`config.mk`:
```
export PLATFORM = sky130hd
export DESIGN_NAME = dac_spi_writer
export DESIGN_NICKNAME = d
export VERILOG_FILES = /design/src/rtl/dac_spi_pkg.sv /design/src/rtl/dac_spi_writer_ramp.sv /design/src/rtl/dac_spi_writer.sv
export SDC_FILE = /design/constraint.sdc
export NUM_CORES = 1
export LEC_CHECK = 0
export CORE_UTILIZATION = 40
export CTS_CLUSTER_SIZE = 12
export DETAILED_ROUTE_END_ITERATION = 8
export PLACE_DENSITY_LB_ADDON = 0.12
export SLEW_MARGIN = 20
export SYNTH_ARGS = -nofsm -noshare
export SYNTH_HDL_FRONTEND = slang
export SYNTH_HIERARCHICAL = 1
export SYNTH_SLANG_ARGS = --single-unit
```
`constraint.sdc`:
```
create_clock -name i_clk_50m -period 4.65 [get_ports i_clk_50m]
set_clock_uncertainty 0.2 [all_clocks]
set_input_delay 0.93 -clock i_clk_50m [delete_from_list [all_inputs] [get_ports i_clk_50m]]
set_output_delay 0.93 -clock i_clk_50m [all_outputs]
set_load 0.05 [all_outputs]
```
`src/rtl/dac_spi_pkg.sv`:
```
// Shared constants for the APD bias DAC SPI writer: FSM encodings,
// frame layout and the frame builder.
package dac_spi_pkg;

    localparam int DAC_W      = 10;
    localparam int FRAME_BITS = 16;
    localparam int PAD_HI_W   = 2;
    localparam int PAD_LO_W   = 2;

    localparam logic [1:0] PWR_MODE = 2'b00;

    localparam logic [7:0] ST_IDLE  = 8'b0000_0001;
    localparam logic [7:0] ST_LOAD  = 8'b0000_0010;
    localparam logic [7:0] ST_SHIFT = 8'b0000_0100;
    localparam logic [7:0] ST_GAP   = 8'b0000_1000;

    function automatic logic [FRAME_BITS-1:0] build_frame(
        input logic [DAC_W-1:0] code
    );
        return {{PAD_HI_W{1'b0}}, PWR_MODE, code, {PAD_LO_W{1'b0}}};
    endfunction

endpackage

```
`src/rtl/dac_spi_writer_ramp.sv`:
```
// Slew limiter: moves cur toward target by at most step per frame.
module dac_ramp_calc
    import dac_spi_pkg::*;
(
    input  logic [DAC_W-1:0] cur_i,
    input  logic [DAC_W-1:0] target_i,
    input  logic [DAC_W-1:0] step_i,
    output logic [DAC_W-1:0] next_o
);

    always_comb begin
        next_o = target_i;
        if (target_i > cur_i) begin
            if (target_i - cur_i > step_i) next_o = cur_i + step_i;
        end else if (cur_i - target_i > step_i) begin
            next_o = cur_i - step_i;
        end
    end

endmodule

```
`src/rtl/dac_spi_writer.sv`:
```
// SPI writer for the 10-bit APD bias DAC (16-bit frames, MSB first).
// Define DAC_WRITER_RAMP_EN to slew-limit each frame by RAMP_STEP.
module dac_spi_writer
    import dac_spi_pkg::*;
#(
    parameter int               CLK_DIV   = 4,
    parameter int               SYNC_GAP  = 4,
    parameter logic [DAC_W-1:0] RAMP_STEP = 10'd8
) (
    input  logic             i_clk_50m,
    input  logic             i_rst_n,
    input  logic             i_dac_start,
    input  logic [DAC_W-1:0] i_dac_value,
    output logic             o_dac_sclk,
    output logic             o_dac_sync_n,
    output logic             o_dac_sdin,
    output logic             o_dac_busy,
    output logic             o_dac_done,
    output logic [DAC_W-1:0] o_dac_cur_value
);

    localparam logic [15:0] DIV_LAST = 16'(CLK_DIV - 1);
    localparam logic [15:0] GAP_LAST = 16'(SYNC_GAP - 1);
    localparam logic [3:0]  BIT_LAST = 4'(FRAME_BITS - 1);

    logic [7:0]            state_q, state_d;
    logic [DAC_W-1:0]      target_q, target_d;
    logic [DAC_W-1:0]      next_q, next_d;
    logic [DAC_W-1:0]      cur_q, cur_d;
    logic [FRAME_BITS-1:0] shreg_q, shreg_d;
    logic [15:0]           cnt_q, cnt_d;
    logic [3:0]            bit_q, bit_d;
    logic                  pending_q, pending_d;
    logic                  busy_q, busy_d;
    logic                  done_q, done_d;
    logic                  sclk_q, sclk_d;
    logic                  sync_n_q, sync_n_d;
    logic                  sdin_q, sdin_d;
    logic [DAC_W-1:0]      ramp_next;
    logic [FRAME_BITS-1:0] frame;

`ifdef DAC_WRITER_RAMP_EN
    dac_ramp_calc u_ramp (
        .cur_i    (cur_q),
        .target_i (target_q),
        .step_i   (RAMP_STEP),
        .next_o   (ramp_next)
    );
`else
    logic ramp_step_unused;
    assign ramp_step_unused = ^RAMP_STEP;
    assign ramp_next        = target_q;
`endif

    assign frame = build_frame(ramp_next);

    always_comb begin
        state_d   = state_q;
        target_d  = target_q;
        next_d    = next_q;
        cur_d     = cur_q;
        shreg_d   = shreg_q;
        cnt_d     = cnt_q;
        bit_d     = bit_q;
        pending_d = pending_q;
        busy_d    = busy_q;
        done_d    = 1'b0;
        sclk_d    = sclk_q;
        sync_n_d  = sync_n_q;
        sdin_d    = sdin_q;

        // Later requests overwrite the target; the frame in flight is untouched.
        if (i_dac_start) target_d = i_dac_value;
        if (i_dac_start && state_q != ST_IDLE) pending_d = 1'b1;

        case (state_q)
            ST_IDLE: begin
                busy_d = i_dac_start;
                if (i_dac_start) state_d = ST_LOAD;
            end
            ST_LOAD: begin
                next_d   = ramp_next;
                shreg_d  = frame;
                sdin_d   = frame[FRAME_BITS-1];
                sync_n_d = 1'b0;
                sclk_d   = 1'b1;
                cnt_d    = '0;
                bit_d    = '0;
                state_d  = ST_SHIFT;
            end
            ST_SHIFT: begin
                if (cnt_q == DIV_LAST) begin
                    cnt_d = '0;
                    if (sclk_q) begin
                        sclk_d = 1'b0;
                    end else if (bit_q == BIT_LAST) begin
                        sclk_d   = 1'b1;
                        sync_n_d = 1'b1;
                        sdin_d   = 1'b0;
                        cur_d    = next_q;
                        state_d  = ST_GAP;
                    end else begin
                        sclk_d  = 1'b1;
                        bit_d   = bit_q + 4'd1;
                        shreg_d = shreg_q << 1;
                        sdin_d  = shreg_q[FRAME_BITS-2];
                    end
                end else begin
                    cnt_d = cnt_q + 16'd1;
                end
            end
            ST_GAP: begin
                if (cnt_q == GAP_LAST) begin
                    if (pending_q || i_dac_start || cur_q != target_d) begin
                        pending_d = 1'b0;
                        state_d   = ST_LOAD;
                    end else begin
                        done_d  = 1'b1;
                        state_d = ST_IDLE;
                    end
                end else begin
                    cnt_d = cnt_q + 16'd1;
                end
            end
            default: state_d = ST_IDLE;
        endcase
    end

    always_ff @(posedge i_clk_50m or negedge i_rst_n) begin
        if (!i_rst_n) begin
            state_q   <= ST_IDLE;
            target_q  <= '0;
            next_q    <= '0;
            cur_q     <= '0;
            shreg_q   <= '0;
            cnt_q     <= '0;
            bit_q     <= '0;
            pending_q <= 1'b0;
            busy_q    <= 1'b0;
            done_q    <= 1'b0;
            sclk_q    <= 1'b1;
            sync_n_q  <= 1'b1;
            sdin_q    <= 1'b0;
        end else begin
            state_q   <= state_d;
            target_q  <= target_d;
            next_q    <= next_d;
            cur_q     <= cur_d;
            shreg_q   <= shreg_d;
            cnt_q     <= cnt_d;
            bit_q     <= bit_d;
            pending_q <= pending_d;
            busy_q    <= busy_d;
            done_q    <= done_d;
            sclk_q    <= sclk_d;
            sync_n_q  <= sync_n_d;
            sdin_q    <= sdin_d;
        end
    end

    assign o_dac_sclk      = sclk_q;
    assign o_dac_sync_n    = sync_n_q;
    assign o_dac_sdin      = sdin_q;
    assign o_dac_busy      = busy_q;
    assign o_dac_done      = done_q;
    assign o_dac_cur_value = cur_q;

endmodule

```
# Word-level counts from Yosys, hierarchy flattened

Index checks and enable logic that the tools add are counted.
Widths: inputs -> output; s select.

Bits in registers: 79
Latch bits: 0
RAM bits: 0
ROM bits: 0
Input bits: 13
Output and inout bits: 15
Logic and storage cells: 80
Memories: 0

$add $sub $neg: 2
$mul: 0
Div/mod/pow operators: 0
Order comparisons: 0
Equality and inequality tests: 15
Shift operators: 0
Muxes and demuxes: 37
Bitwise operators: 1
Reduce and logical (&&, ||, !) cells: 12

Operators with widths:

| operator              | count |
|---|---|
| $pmux 16 s3           | 1 |
| $mux 15               | 3 |
| $mux 8                | 5 |
| $mux 16               | 2 |
| $pmux 8 s4            | 1 |
| $pmux 15 s2           | 1 |
| $add 16x1->16 const B | 1 |
| $eq 16x2->1 const B   | 1 |
| $mux 1                | 15 |
| $ne 2x2->1 const B    | 7 |
| $mux 4                | 3 |
| $reduce_and 4->1      | 3 |
| $mux 10               | 1 |
| $ne 10x10->1          | 1 |
| $eq 8x1->1 const B    | 1 |
| $eq 8x2->1 const B    | 1 |
| $eq 8x3->1 const B    | 1 |
| $eq 8x4->1 const B    | 1 |
| $ne 8x1->1 const B    | 1 |
| $pmux 4 s2            | 1 |
| $pmux 1 s2            | 3 |
| $reduce_and 5->1      | 1 |
| $add 4x1->4 const B   | 1 |
| $eq 4x4->1 const B    | 1 |
| other kinds (8)       | 10 |

# Longest topological paths before layout

Gate-level depths: netlist of the first run.

Depth after elaboration: 6
Depth in mapped cells: 8
Mapped depth without buffers: 6

# Worst setup path after synthesis of the first run

OpenSTA, ideal clock, no wires.

Path kind: input to register
From: in i_dac_start
To: reg state_q[0]
Library setup time: 0.091 ns
Arrival: 2.301 ns
Slack: 2.058 ns
Stages: 6
Path buffers: 1
Cell sequence: clkbuf_1 -> mux2_2 -> xor2_1 -> nor4_1 -> nand3_1 -> o31ai_1

Longest elaborated chain between the ends: 6

RTL lines:

| element              | line                  | text |
|---|---|---|
| start, declared      | dac_spi_writer.sv:12  | `input logic i_dac_start,` |
| $mux 10              | dac_spi_writer.sv:73  | `if (i_dac_start) target_d = i_dac_value;` |
| via target_d[3]      | dac_spi_writer.sv:27  | `logic [DAC_W-1:0] target_q, target_d;` |
| $ne 10x10->1         | dac_spi_writer.sv:114 | `if (pending_q \|\| i_dac_start \|\| cur_q != target_d) begin` |
| $logic_or 1x1->1     | dac_spi_writer.sv:114 |  |
| $mux 2               | dac_spi_writer.sv:114 |  |
| $mux 8               | dac_spi_writer.sv:113 | `if (cnt_q == GAP_LAST) begin` |
| $pmux 8 s4           | dac_spi_writer.sv:76  | `case (state_q)` |
| end signal, assigned | dac_spi_writer.sv:145 | `state_q <= state_d;` |
| end, declared        | dac_spi_writer.sv:26  | `logic [7:0] state_q, state_d;` |

The timed path passes the listed nets, and every way through them passes these cells. The select of a mux whose other input is x is not followed.
A chain may end at the register's enable or synchronous reset.

# Worst setup path after layout of the first run

Same ends and word-level chain as after synthesis.

==> results.tsv, run 1 <==
metric	value	unit
outcome	completed	
Clock Latency Late Sink	0.35	ns
Reg-to-Reg End	o_dac_cur_value[9]	
CP Launch Type	input port	
total power draw	1.72	mW
Placed Instances	415	
most frequent cell after synthesis	dfrtp_1	
Non-Filler Instances	430	
# fillers	767	
crit path time final	3.18	ns
Fin. Hold Viols	0	
drt wl/cell	16.8	um
worst hold path class	flip-flop to flip-flop	
setup tns final	0	ns
DR pass1 iterations	4	
via count	2341	
htree depth	3	
ys async rst share	100	%
Worst Hold Launch	o_dac_sync_n	
largest net degree at the start of global routing	74	
Post-CTS Resized	0	
die area	8920	um^2
Worst-Margin Slew	0.926	ns
CTS clk-pin slew, worst paths	0.07	ns
Sw Pwr	0.572	mW
CP required	4.70	ns
first-pass GRT wire length	12000	um
CTS tree	yes	
Mapped Cells	299	
Hold Crit Depth	2	
combinational power share	24.4	%
post-synth top area share	51.2	%
Yosys top cell by area	dfrtp_1	
Row Count	33	
TritonCTS Buffers	9	
commonest cells in the netlist	dfrtp_1, o21ai_0, mux2_2	
DP Worst Slack	1.16	ns
die height	94.5	um
initial core utilization	41.4	%
PortBufs	27	
CP endpoint kind	flip-flop	
share of layout cells above drive strength 1	17.5	%
Leak	1.71	nW
setup ws final	1.47	ns
Sw Ratio	33.2	%
Detail Route Antenna Nets	0	
vias in the first global route	2337	
Worst R2R Setup Slack	1.64	ns
hold endpoint	o_dac_sync_n	
Netlist cell types	47	
Slew Limit Fails	0	
1st-iter DRT viols	51	
maximum VDD drop	0.256	mV
drc violations	0	
max cap viols	0	
# IOs	28	
gr usage total	17.9	%
Synth area leaders	dfrtp_1, mux2_2, o21ai_0, mux2_4, xor2_1	
ys flop type	dfrtp_1	
Avg Cell Area, Syn	11.4	um^2
Tcrit/Tclk final	68.4	%
CTS Hold Bufs	0	
core area	8260	um^2
RSZ-0062 raised after global routing	no	
Overflow after GRT	0	
gp weighted congestion	0.767	
Synthesized Nets	314	
Syn Std Cell Area	3420	um^2
vias per inst	5.44	
clk buf depth	2	
# clock sinks	73	
Yosys reg bits	73	
clock power share	25.1	%
Root Buffer	clkbuf_8	
DP Wirelength	4840	um
area grow syn2layout	14.8	%
antenna violations before repair	0	
number of flops mapped to enable cells by yosys	0	
Pwr per Cell Area	438	nW/um^2
f_max	314	MHz
internal power	1.15	mW
Worst Path Arrival	3.23	ns
Reg power frac	50.5	%
Slew Limit Headroom	38.3	%
Final #Nets	336	
Reg2Reg Depth	5	
Post-CTS Setup Bufs	0	
crit path kind	input port to flip-flop	
yosys warns	6	
routed wire length	7220	um
CP max FO	14	
Final Setup Violations	0	
Die W	94.5	um
sequential element share of the synthesized area	53.5	%
reg2reg start	cnt_q[0]	
ant diodes	0	
==> per-layer routing <==
metal,GRT usage [%],vias up,share of wire [%]
met5,0,-,0
met4,6.06,0,1.4
met3,4.91,10,2.9
met2,28.4,32,48
met1,23.5,1162,48
li1,-,1137,-
==> cells in the final DEF (no fill, tap or decap), types with 10 or more instances in the layout <==
master / netlist / routed
mux2_2: 22 / 22
o21ai_0: 28 / 28
xor2_1: 11 / 11
nor2_1: 14 / 14
nand2_1: 15 / 15
a21oi_1: 14 / 14
dfrtp_1: 70 / 70
clkdlybuf4s50_1: 0 / 26
clkbuf_8: 0 / 10
==> kinds of logic (layout without fill, tap and decap cells) <==
group                    Yosys count  count (layout)  synth area share [%]
XOR/XNOR                          16              16                  4.10
multiplexers                      40              40                  13.8
AND/OR/NAND/NOR                   78              78                  13.0
AO/OA/AOI/OAI                     65              65                  11.5
buffers and inverters             25              51                  3.33
adder cells (fa/ha/maj)            2               2                 0.732
flip-flops                        73              73                  53.5
==> flip-flops by register name, indices dropped and copies added, names as in the netlist, 4 cells and up <==
name             count
bit_q                4
cnt_q               16
next_q              10
o_dac_cur_value     10
ramp_next           10
shreg_q             13
state_q              4
==> through the flow <==
stage | util [%] | instance area (um^2) | hold slack, ns
6_report | 47.5 | 3930 | 0.269
5_1_grt | 47.5 | 3930 | 0.298
4_1_cts | 47.5 | 3930 | 0.276
3_5_place_dp | 45.6 | 3760 | 0.264
3_3_place_gp | 45.6 | 3760 | 0.251
2_1_floorplan | - | 3420 | 0.260
==> power groups by stage <==
stage	logic [mW]	registers, mW	clock network [mW]
floorplan	0.305	0.865	0
global placement	0.417	0.878	0
detailed placement	0.425	0.882	0
CTS	0.425	0.870	0.452
global route	0.465	0.887	0.474
finish	0.419	0.868	0.432
==> worst max path at each step <==
stage | endpoint | startpoint | cells after the start
2_1_floorplan | state_q[0] | i_dac_start | 6
5_1_grt | state_q[0] | i_dac_start | 6
6_report | state_q[0] | i_dac_start | 6
3_5_place_dp | state_q[0] | i_dac_start | 6
4_1_cts | state_q[0] | i_dac_start | 6
3_3_place_gp | state_q[0] | i_dac_start | 6
==> worst max-delay path: stages <==
cell and delay, ns:
clkdlybuf4s50_1 0.87, mux2_2 0.42, xor2_1 0.14, nor4_1 0.48, nand3_1 0.17, o31ai_1 0.22
==> cell type report <==
cell class              instances  area [um^2]  share of cell area (%)
well taps                     105          131                    3.35
inverters                       7         26.3                   0.669
clock inverters                 3         17.5                   0.446
multi-input cells             201         1490                    38.0
repair buffers                 29          283                    7.20
clock buffers                  12          145                    3.70
flip-flops and latches         73         1830                    46.6
Power figures use the tool's default switching activity.
==> run 2, diff against run 1 <==
Clock period 4.65 ns to 3.07 ns, I/O delays scaled along.
==> run 2 against run 1 <==
Die area unchanged. Sequential share of layout area down 0.53 points. Clock power up 52%. Power up 53%. Utilization up 0.55 points. Sequential power up 52%. Register-to-register slack worse by 1.2 ns. Via count up 0.85%. Routed wire length up 0.82%. Global-route usage up 0.34 points. First-iteration DRC count up 100%. Critical path type is now flip-flop to flip-flop.
==> results.tsv, run 2 (same netlist as run 1, synthesis figures left out) <==
metric	value	unit
# IOs	28	
Most flops, register	cnt_q	
worst hold path class	input port to async pin	
initial core utilization	41.4	%
PortBufs	27	
Pwr per Cell Area	663	nW/um^2
slowest CP cell	or4_1	
Final Util	48.1	%
Tcrit/Tclk final	85.3	%
crit path kind	flip-flop to flip-flop	
1st-iter DRT viols	102	
vias per inst	5.42	
gr usage total	18.2	%
Slew Limit Headroom	39.1	%
RSZ-0062 raised after global routing	no	
CTS tree	yes	
first-pass GRT wire length	12300	um
CP endpoint kind	flip-flop	
Post-CTS Setup Bufs	0	
crit path time final	2.62	ns
vias in the first global route	2414	
Die W	94.5	um
Leak	1.73	nW
CP Buf/Inv Count	1	
Detail Route Antenna Nets	0	
via count	2361	
Final #Nets	342	
Overflow after GRT	0	
f_max	382	MHz
die area	8920	um^2
largest net degree at the start of global routing	74	
clk buf depth	2	
ant diodes	0	
CTS clk-pin slew, worst paths	0.08	ns
Slew Limit Fails	0	
share of layout cells above drive strength 1	19.0	%
routed wire length	7280	um
core area	8260	um^2
# fillers	775	
TritonCTS Buffers	9	
htree depth	3	
DP Area	3810	um^2
CP required	3.13	ns
Regs by FF count	cnt_q (16), shreg_q (13)	
CP Launch Type	flip-flop	
DR pass1 iterations	4	
outcome	completed	
slowest stage delay, CP	0.50	ns
CP dominant cell by count	a21oi_1	
# clock sinks	73	
gp weighted congestion	0.749	
Fin. Hold Viols	0	
DP Wirelength	4920	um
CP max FO	11	
Worst-Margin Slew	0.914	ns
maximum VDD drop	0.287	mV
CP Cell Sequence	ha_1 -> nor4b_1 -> and4_1 -> a21oi_1 -> buf_4 -> or4_1 -> a21oi_1	
drc violations	0	
drt wl/cell	16.7	um
number of flip-flops in the largest register	16	
post-route cell area	3970	um^2
commonest non-fill, non-tap cells in the layout	dfrtp_1, o21ai_0, clkdlybuf4s50_1, mux2_2, nand2_1	
area grow syn2layout	16.1	%
max cap viols	0	
CTS Hold Bufs	0	
Post-CTS Resized	0	
Worst Path Arrival	2.68	ns
Crit path max-delay family	simple AND/OR/NAND/NOR gates	
setup tns final	0	ns
Row Count	33	
commonest non-fill, non-tap cell in the layout	dfrtp_1	
die height	94.5	um
antenna violations before repair	0	
Root Buffer	clkbuf_8	
Final Setup Violations	0	
Clock Latency Late Sink	0.34	ns
==> run 2: changes by cell type in the layout (fill, tap and decap cells not counted) <==
cell and change:
buf_4 +6
==> run 2: metrics by stage <==
step | power, mW | cells | worst slack (ns) | hold slack [ns]
3_3_place_gp | 1.98 | 421 | 0.256 | 0.251
6_report | 2.63 | 436 | 0.452 | 0.185
5_1_grt | 2.81 | 436 | 0.248 | 0.269
3_5_place_dp | 2.00 | 421 | 0.141 | 0.257
2_1_floorplan | 1.77 | 299 | 0.680 | 0.118
4_1_cts | 2.67 | 436 | 0.380 | 0.232
==> run 2: path summary, 6_finish.rpt <==
path	depth (start not counted)	slack, ns	start	to
min in group i_clk_50m	2	0.27	o_dac_sync_n	o_dac_sync_n
max reg2reg	7	0.45	cnt_q[0]	bit_q[3]
min reg2reg	2	0.27	o_dac_sync_n	o_dac_sync_n
min	1	0.19	i_rst_n	cnt_q[11]
max	7	0.45	cnt_q[0]	bit_q[3]
max in group asynchronous	1	1.87	i_rst_n	state_q[2]
==> run 2: metal layers <==
layer  part of all wire (%)  vias up  global-route usage, %
li1                       -     1143                      -
met1                     48     1181                   24.0
met2                     48       31                   29.0
met3                    3.4        6                   5.48
met4                   0.93        0                   4.92
met5                      0        -                      0
==> run 2: cell type report <==
cell class	instances	area, um^2	area share, %
repair buffers	35	328	8.25
inverters	7	26.3	0.662
clock inverters	3	17.5	0.441
flip-flops and latches	73	1830	46.1
multi-input cells	201	1490	37.6
clock buffers	12	145	3.65
well taps	105	131	3.31
==> run 2: power breakdown <==
group	internal (mW)	switching [mW]	leakage (nW)
clock network	0.309	0.349	0.0822
registers	1.16	0.160	0.943
logic	0.286	0.368	0.710
total	1.76	0.876	1.73
==> run 2: worst register-to-register path, cell delays in order (launching register included) <==
cell	delay, ns
dfrtp_1	0.41
ha_1	0.20
nor4b_1	0.38
and4_1	0.38
a21oi_1	0.13
buf_4	0.19
or4_1	0.50
a21oi_1	0.16
==> run 3, diff against run 2 <==
Settings changed: PLACE_DENSITY_LB_ADDON 0.12 to 0.08.
==> run 3 against run 2 <==
Register-to-register slack hardly changed. Fmax is 0.11% lower. Worst hold slack improved by 0.027 ns. Setup slack worse by 0.0028 ns. Utilization grew 0.79 points. Global-route usage barely moved. Die area stayed put. Cell count unchanged. Highest routed layer unchanged. Combinational power fell by 1%. Clock power rose by 34%.
==> results.tsv, run 3 (same netlist as run 1, synthesis figures left out) <==
metric	value	unit
CP endpoint kind	flip-flop	
Reg-to-Reg End	bit_q[3]	
drc violations	0	
ant diodes	0	
number of flip-flops in the largest register	16	
area grow syn2layout	18.0	%
Reg2Reg Depth	7	
PortBufs	27	
Final #Nets	341	
Leak	1.77	nW
worst hold path class	input port to async pin	
CTS clk-pin slew, worst paths	0.08	ns
Overflow after GRT	0	
RSZ-0062 raised after global routing	no	
setup tns final	0	ns
clk buf depth	2	
Detail Route Antenna Nets	0	
vias per inst	5.44	
maximum VDD drop	0.300	mV
commonest non-fill, non-tap cell in the layout	dfrtp_1	
htree depth	3	
DR pass1 iterations	4	
# IOs	28	
total power draw	2.85	mW
largest net degree at the start of global routing	74	
Non-Filler Instances	436	
antenna violations before repair	0	
Fin. Hold Viols	0	
slowest stage delay, CP	0.50	ns
Regs by FF count	cnt_q (16), shreg_q (13)	
CP startpoint	cnt_q[0]	
CP max FO	12	
CTS tree	yes	
Placed Instances	420	
DP Wirelength	4980	um
Root Buffer	clkbuf_8	
Tcrit/Tclk final	85.4	%
Pwr per Cell Area	705	nW/um^2
CP Launch Type	flip-flop	
gr usage total	18.1	%
Slew Limit Fails	0	
Most flops, register	cnt_q	
Post-CTS Setup Bufs	0	
Worst-Margin Slew	0.931	ns
crit path kind	flip-flop to flip-flop	
initial core utilization	41.4	%
CP dominant cell by count	a21oi_1	
die area	8920	um^2
vias in the first global route	2372	
f_max	382	MHz
Die W	94.5	um
crit path time final	2.62	ns
setup ws final	0.449	ns
outcome	completed	
DP Worst Slack	0.163	ns
Clock Latency Late Sink	0.33	ns
reg2reg start	cnt_q[0]	
die height	94.5	um
via count	2373	
share of layout cells above drive strength 1	19.0	%
max cap viols	0	
slowest CP cell	or4_1	
Post-CTS Resized	0	
first-pass GRT wire length	12200	um
drt wl/cell	16.7	um
TritonCTS Buffers	9	
Row Count	33	
CP required	3.12	ns
CTS Hold Bufs	0	
routed wire length	7300	um
gp weighted congestion	0.763	
1st-iter DRT viols	136	
commonest non-fill, non-tap cells in the layout	dfrtp_1, o21ai_0, clkdlybuf4s50_1, mux2_2, nand2_1	
Worst R2R Setup Slack	0.45	ns
CP Cell Sequence	ha_1 -> nor4b_1 -> and4_1 -> a21oi_1 -> buf_4 -> or4_1 -> a21oi_1	
core area	8260	um^2
# clock sinks	73	
Final Setup Violations	0	
Slew Limit Headroom	38.0	%
Worst Path Arrival	2.68	ns
final hold slack	0.212	ns
[run 3: worst max-delay path by stage]
| stage | slack (ns) | end |
|---|---|---|
| after global placement | 0.22 | state_q[0] |
| after floorplan | 0.68 | o_dac_cur_value[1] |
| after CTS | 0.45 | bit_q[3] |
| after global routing | 0.23 | cnt_q[11] |
| final | 0.45 | bit_q[3] |
| after detailed placement | 0.16 | state_q[0] |
[run 3: final cells by class]
class / count / area (um^2)
Timing Repair Buffer: 34 / 320
Clock inverter: 5 / 104
Tap cell: 105 / 131
Sequential cell: 73 / 1830
Fill cell: 759 / 4220
Inverter: 7 / 26.3
Multi-Input combinational cell: 201 / 1490
Clock buffer: 11 / 131
[run 3: power by group]
part	switching, mW	leakage [nW]	internal [mW]	total (mW)
Clock	0.341	0.118	0.541	0.882
Sequential	0.158	0.943	1.16	1.32
Combinational	0.366	0.705	0.280	0.646
Total	0.865	1.77	1.98	2.85
[run 3: layer usage]
layer | wire length [um] | up-vias | GRT usage (%) | part of all wire, %
li1 | - | 1147 | - | -
met1 | 3480 | 1192 | 24.7 | 48
met2 | 3550 | 30 | 28.5 | 49
met3 | 166 | 4 | 3.14 | 2.3
met4 | 94 | 0 | 7.70 | 1.3
met5 | 0 | - | 0 | 0
[run 3: per-stage QoR]
step	cell area (um^2)	utilization (%)
finish	4040	48.9
global route	4040	48.9
CTS	4040	48.9
detailed placement	3800	46.0
global placement	3800	46.0
floorplan	3420	-
[run 3: worst max-delay path: cells and delay by family (launching register included)]
family / cells / cell delay (ns)
AOI/OAI and AO/OA: 2 / 0.27
adders and majority gates: 1 / 0.20
buffers and inverters: 1 / 0.18
DFF: 1 / 0.41
and+or+nand+nor: 3 / 1.27
